==> config.mk <==
export PLATFORM = sky130hd
export DESIGN_NAME = inst_fetch_unit
export DESIGN_NICKNAME = d
export VERILOG_FILES = /design/src/rtl/inst_fetch_unit_pkg.sv /design/src/rtl/inst_fetch_unit_next_pc.sv /design/src/rtl/inst_fetch_unit.sv
export SDC_FILE = /design/constraint.sdc
export NUM_CORES = 1
export LEC_CHECK = 0
export BUFFER_PORTS_ARGS = -buffer_cell sky130_fd_sc_hd__buf_2
export CAP_MARGIN = 20
export CORE_MARGIN = 2
export CORE_UTILIZATION = 32
export DETAILED_ROUTE_END_ITERATION = 8
export PLACE_DENSITY_LB_ADDON = 0.25
export SYNTH_ARGS = -nofsm -noshare
export SYNTH_HDL_FRONTEND = slang
export SYNTH_SLANG_ARGS = --single-unit
==> constraint.sdc <==
create_clock -name clk -period 3.05 [get_ports clk]
set_clock_uncertainty 0.15 [all_clocks]
set_input_delay 0.4575 -clock clk [delete_from_list [all_inputs] [get_ports clk]]
set_output_delay 0.4575 -clock clk [all_outputs]
set_load 0.05 [all_outputs]
==> src/rtl/inst_fetch_unit_pkg.sv <==
// Shared widths, reset PC and fetch state encodings for the instruction fetch unit.
package inst_fetch_unit_pkg;

  localparam int ADDR_BUS = 32;
  localparam int DATA_BUS = 32;

  localparam logic [ADDR_BUS-1:0] INIT_PC = 32'hbfc0_0000;

  localparam logic [1:0] FETCH_ST_REQ     = 2'd0;
  localparam logic [1:0] FETCH_ST_WAIT    = 2'd1;
  localparam logic [1:0] FETCH_ST_HOLD    = 2'd2;
  localparam logic [1:0] FETCH_ST_DISCARD = 2'd3;

endpackage

==> src/rtl/inst_fetch_unit_next_pc.sv <==
// Combinational next-PC selection: taken branch, then pending branch, then sequential pc+4.
module fetch_next_pc
  import inst_fetch_unit_pkg::*;
#(
  parameter int ADDR_W = ADDR_BUS
) (
  input  logic [ADDR_W-1:0] pc,
  input  logic              branch_flag,
  input  logic [ADDR_W-1:0] branch_addr,
  input  logic              branch_pend,
  input  logic [ADDR_W-1:0] pend_addr,
  output logic [ADDR_W-1:0] next_pc
);

  always_comb begin
    next_pc = pc + ADDR_W'(4);
    if (branch_flag)
      next_pc = branch_addr;
    else if (branch_pend)
      next_pc = pend_addr;
  end

endmodule

==> src/rtl/inst_fetch_unit.sv <==
// PC register and single-outstanding instruction bus master feeding the IF/ID latch.
// Optional fetch address-error detection is enabled with FETCH_ADEL_CHECK_EN.
module inst_fetch_unit
  import inst_fetch_unit_pkg::*;
#(
  parameter logic [31:0] RESET_PC = INIT_PC,
  parameter int          ADDR_W   = ADDR_BUS
) (
  input  logic              clk,
  input  logic              rst_n,
  input  logic              stall_pc,
  input  logic              stall_if,
  input  logic              flush,
  input  logic [ADDR_W-1:0] exc_pc,
  input  logic              branch_flag,
  input  logic [ADDR_W-1:0] branch_addr,
  output logic              inst_req,
  output logic [ADDR_W-1:0] inst_addr,
  input  logic              inst_ack,
  input  logic              inst_rvalid,
  input  logic [31:0]       inst_rdata,
  output logic              fetch_stall_req,
  output logic [ADDR_W-1:0] if_pc,
  output logic [31:0]       if_inst,
  output logic              if_valid,
  output logic              if_exc_adel
);

  logic [1:0]        state;
  logic [ADDR_W-1:0] pc;
  logic [ADDR_W-1:0] pend_addr;
  logic [ADDR_W-1:0] next_pc;
  logic [31:0]       buffer;
  logic [31:0]       fetch_data;
  logic              branch_pend;
  logic              adel_req;
  logic              avail;
  logic              advance;
  logic              adel_q;

`ifdef FETCH_ADEL_CHECK_EN
  // A misaligned PC never reaches the bus; it is delivered locally as a faulting slot.
  assign adel_req    = (state == FETCH_ST_REQ) && (pc[1:0] != 2'b00);
  assign inst_addr   = pc;
  assign if_exc_adel = adel_q;
`else
  assign adel_req    = 1'b0;
  assign inst_addr   = {pc[ADDR_W-1:2], 2'b00};
  assign if_exc_adel = 1'b0;
`endif

  assign inst_req        = (state == FETCH_ST_REQ) && !adel_req;
  assign avail           = (state == FETCH_ST_HOLD) || ((state == FETCH_ST_WAIT) && inst_rvalid) || adel_req;
  assign fetch_stall_req = !avail;
  assign advance         = avail && !stall_pc && !flush;
  assign fetch_data      = (state == FETCH_ST_HOLD) ? buffer : (adel_req ? 32'h0 : inst_rdata);

  fetch_next_pc #(
    .ADDR_W(ADDR_W)
  ) u_next_pc (
    .pc         (pc),
    .branch_flag(branch_flag),
    .branch_addr(branch_addr),
    .branch_pend(branch_pend),
    .pend_addr  (pend_addr),
    .next_pc    (next_pc)
  );

  always_ff @(posedge clk or negedge rst_n) begin
    if (!rst_n) begin
      state       <= FETCH_ST_REQ;
      pc          <= ADDR_W'(RESET_PC);
      pend_addr   <= '0;
      branch_pend <= 1'b0;
      buffer      <= '0;
      if_pc       <= '0;
      if_inst     <= '0;
      if_valid    <= 1'b0;
      adel_q      <= 1'b0;
    end else if (flush) begin
      pc          <= exc_pc;
      if_valid    <= 1'b0;
      branch_pend <= 1'b0;
      adel_q      <= 1'b0;
      // Keep draining while a bus response is still owed so it cannot be taken as the new fetch.
      case (state)
        FETCH_ST_REQ:     state <= (inst_ack && !adel_req) ? FETCH_ST_DISCARD : FETCH_ST_REQ;
        FETCH_ST_WAIT:    state <= inst_rvalid ? FETCH_ST_REQ : FETCH_ST_DISCARD;
        FETCH_ST_DISCARD: state <= inst_rvalid ? FETCH_ST_REQ : FETCH_ST_DISCARD;
        default:          state <= FETCH_ST_REQ;
      endcase
    end else if (advance) begin
      if_pc       <= pc;
      if_inst     <= fetch_data;
      if_valid    <= 1'b1;
      adel_q      <= adel_req;
      pc          <= next_pc;
      branch_pend <= 1'b0;
      state       <= FETCH_ST_REQ;
    end else begin
      if (!stall_if)
        if_valid <= 1'b0;
      if (branch_flag) begin
        pend_addr   <= branch_addr;
        branch_pend <= 1'b1;
      end
      case (state)
        FETCH_ST_REQ: begin
          if (inst_ack && !adel_req)
            state <= FETCH_ST_WAIT;
        end
        FETCH_ST_WAIT: begin
          if (inst_rvalid) begin
            buffer <= inst_rdata;
            state  <= FETCH_ST_HOLD;
          end
        end
        FETCH_ST_DISCARD: begin
          if (inst_rvalid)
            state <= FETCH_ST_REQ;
        end
        default: state <= FETCH_ST_HOLD;
      endcase
    end
  end

endmodule

==> impl_metrics.ini <==
[logic_synthesis]
async_flop_share_pct = 100
yosys-top-cells-count = dfrtp_1, mux2_2, nor2_1
netlist_top_cells_area = dfrtp_1, mux2_2, mux2i_1
syn-cell-area_um2 = 8260
synth_area_leader_cell = dfrtp_1
syn-instance-count = 755
yosysSeqAreaShare_pct = 49.8
ys_seq_elements = 164
synth_top_area_share_pct = 47.0
yosysMostFrequentCell = dfrtp_1
yosysWarnings = 0
synth_flop_cell = dfrtp_1
synth_edf_count = 0
postSynthAreaPerCell_um2 = 10.9
synth.distinct_cells = 64

[sta]
max_freq_mhz = 398
rsz0062_at_grt = no
drv_slew = 0
post-route-min-period_ns = 2.51
fin_crit_sh_pct = 82.4
setup_tns_ns = 0
hold_viol = 0
setup_violations = 0
slew_headroom_pct = 43.3
max_slew.worst_pin.slew_ns = 0.850

[power]
p_comb_share_pct = 43.7
clkPwrFrac_pct = 21.6
pwr_density_cell_nw_per_um2 = 1050
internal_power_mw = 5.85
p_seq_share_pct = 34.8
irDropWorstVdd_mv = 0.625
cellLeakagePower_nw = 4.45
switchingPower_mw = 4.65
switching_share_pct = 44.3

[global_route]
antenna_found_initial = 3
grtUsageTotal_pct = 16.9
grt-ovfl-total = 0
grt_pass1_vias = 6210
grt_max_degree = 65
grt_pass1_wl_um = 35200

[finish]
ff_latch_area_um2 = 4120
nFillCells = 2531
stdcell_area_um2 = 10000
drive_above_1_share_pct = 39.5
multi_input_area_um2 = 3640
instances_no_fill = 1256
nets = 1023
syn2layout_area_growth_pct = 21.4

[placed_design]
dp.cells = 1221
io_buffers = 200
dpl.hpwl_um = 15800
place.gp.congestion = 0.761
dpl-instance-area_um2 = 9400

[critical_path]
crit_path_max_fanout = 35
startpoint_type = flip-flop
cp.required_ns = 3.21
worstSetupPathType = reg2reg
endpoint_kind = flip-flop
crit_arrival_ns = 2.67

[floorplan]
core-area_um2 = 25300
start_util_pct = 32.7
dieHeight_um = 165
die-area_um2 = 27100
io-pin-count = 204
rows = 58
die-width_um = 165

[drt]
route.detailed.drc = 0
drt-pass1-iter-count = 5
vias_per_cell = 5.06
post_drt_wl_per_cell_um = 18.1
drtIter0Drc = 424
ant_nets = 0
via_count = 6356
routed_wl_um = 22800

[clock_tree]
clk_path_buf_depth = 2
clkLatencyLatePin_ns = 0.42
cts_tree = built
htreeDepth = 4
cts_made_buffers = 17
clockRootBuffer = clkbuf_16
post_cts_resized = 0
clock-sinks = 164
clkTransAtPathRegs_ns = 0.07

[status]
outcome = finished clean

[job]
maxCapViolCount = 0

[hold_path]
min_path_type = in2reg
[cell type report]
| type | count | share of cell area, % |
|---|---|---|
| diodes | 2 | 0.0499 |
| clock buffers | 22 | 4.63 |
| clock inverters | 10 | 1.45 |
| inverters | 13 | 0.487 |
| multi-input cells | 496 | 36.4 |
| flip-flops and latches | 164 | 41.0 |
| well taps | 330 | 4.12 |
| repair buffers | 219 | 11.9 |
[power by group through the flow]
| stage | Combinational (mW) | Sequential (mW) | Clock [mW] |
|---|---|---|---|
| 3_5_place_dp | 4.63 | 3.69 | 0 |
| 5_1_grt | 4.91 | 3.78 | 2.42 |
| 3_3_place_gp | 4.58 | 3.67 | 0 |
| 6_report | 4.58 | 3.65 | 2.27 |
| 4_1_cts | 4.64 | 3.66 | 2.33 |
| 2_1_floorplan | 2.20 | 5.05 | 0 |
[cells in the final DEF, fill, tap and decap left out, types with 4 or more instances in the layout]
master and n:
o21ai_0 26, clkbuf_16 17, and3_1 7, dfrtp_1 155, nand4_1 11, a21oi_1 52
buf_4 15, nor3_1 10, o31ai_1 6, nor2b_1 4, ha_1 7, a221oi_1 7
nand2_1 47, a22oi_1 4, or3_1 4, nand3_1 16, nor4_1 5, buf_2 199
dfstp_2 9, o221ai_1 8, nor2_1 60, inv_1 13, mux2i_1 43, xor2_1 12
mux2_2 96, nand2b_1 4, a221o_1 12
[critical path, cell delays in order, from the launching register on]
cell     delay, ns
dfrtp_1       0.43
inv_1         0.10
ha_1          0.26
a21oi_4       0.28
or3_2         0.75
mux2_2        0.42
[registers in the layout (all words and copies together), names as in the netlist]
| register | count |
|---|---|
| if_valid | 1 |
| pend_addr | 32 |
| buffer | 32 |
| branch_pend | 1 |
| pc | 32 |
| if_inst | 32 |
| state | 2 |
| if_pc | 32 |
[metrics by stage]
stage	hold slack, ns	total power [mW]	util, %	worst slack, ns
after floorplan	0.0119	7.25	-	0.688
after global placement	0.311	8.25	37.2	0.544
after detailed placement	0.322	8.32	37.2	0.479
after CTS	0.0724	10.6	39.7	0.469
after global routing	0.0811	11.1	39.7	0.340
final	0.0883	10.5	39.7	0.537
[per-layer routing]
layer	vias to the layer above	track usage, %	share of wire [%]	wire length (um)
met2	200	27.5	47	10700
met4	4	4.58	1.3	306
met5	-	0	0.15	33
li1	2997	-	-	-
met1	3134	21.9	44	10000
met3	21	4.95	7.6	1740
[timing repair]
item                       4_1_cts  5_1_grt
setup buffers                    0        0
setup endpoints to repair        0        0
hold buffers                     1        0
hold endpoints to repair        56        0
[path summary, 6_finish.rpt]
path | startpoint | endpoint | slack (ns) | depth (start not counted)
worst min register to register | if_pc[8] | if_pc[8] | 0.33 | 2
max in group asynchronous | rst_n | pc[26] | 1.55 | 3
min in group asynchronous | rst_n | if_pc[2] | 0.43 | 2
worst max register to register | state[1] | if_pc[27] | 0.54 | 5
worst max-delay path | state[1] | if_pc[27] | 0.54 | 5
worst min-delay path | exc_pc[2] | pc[2] | 0.09 | 3
[logic make-up after synthesis]
kind of cell,after synthesis,synth area share (%)
AOI/OAI and AO/OA,143,11.6
xor gates and xnor gates,13,1.38
adders and majority gates,8,1.21
buffers and inverters,97,6.34
DFF,164,49.8
muxes,139,18.3
other,1,0.0454
and+or+nand+nor,190,11.3
No activity file was read; power rests on OpenSTA's default activity.
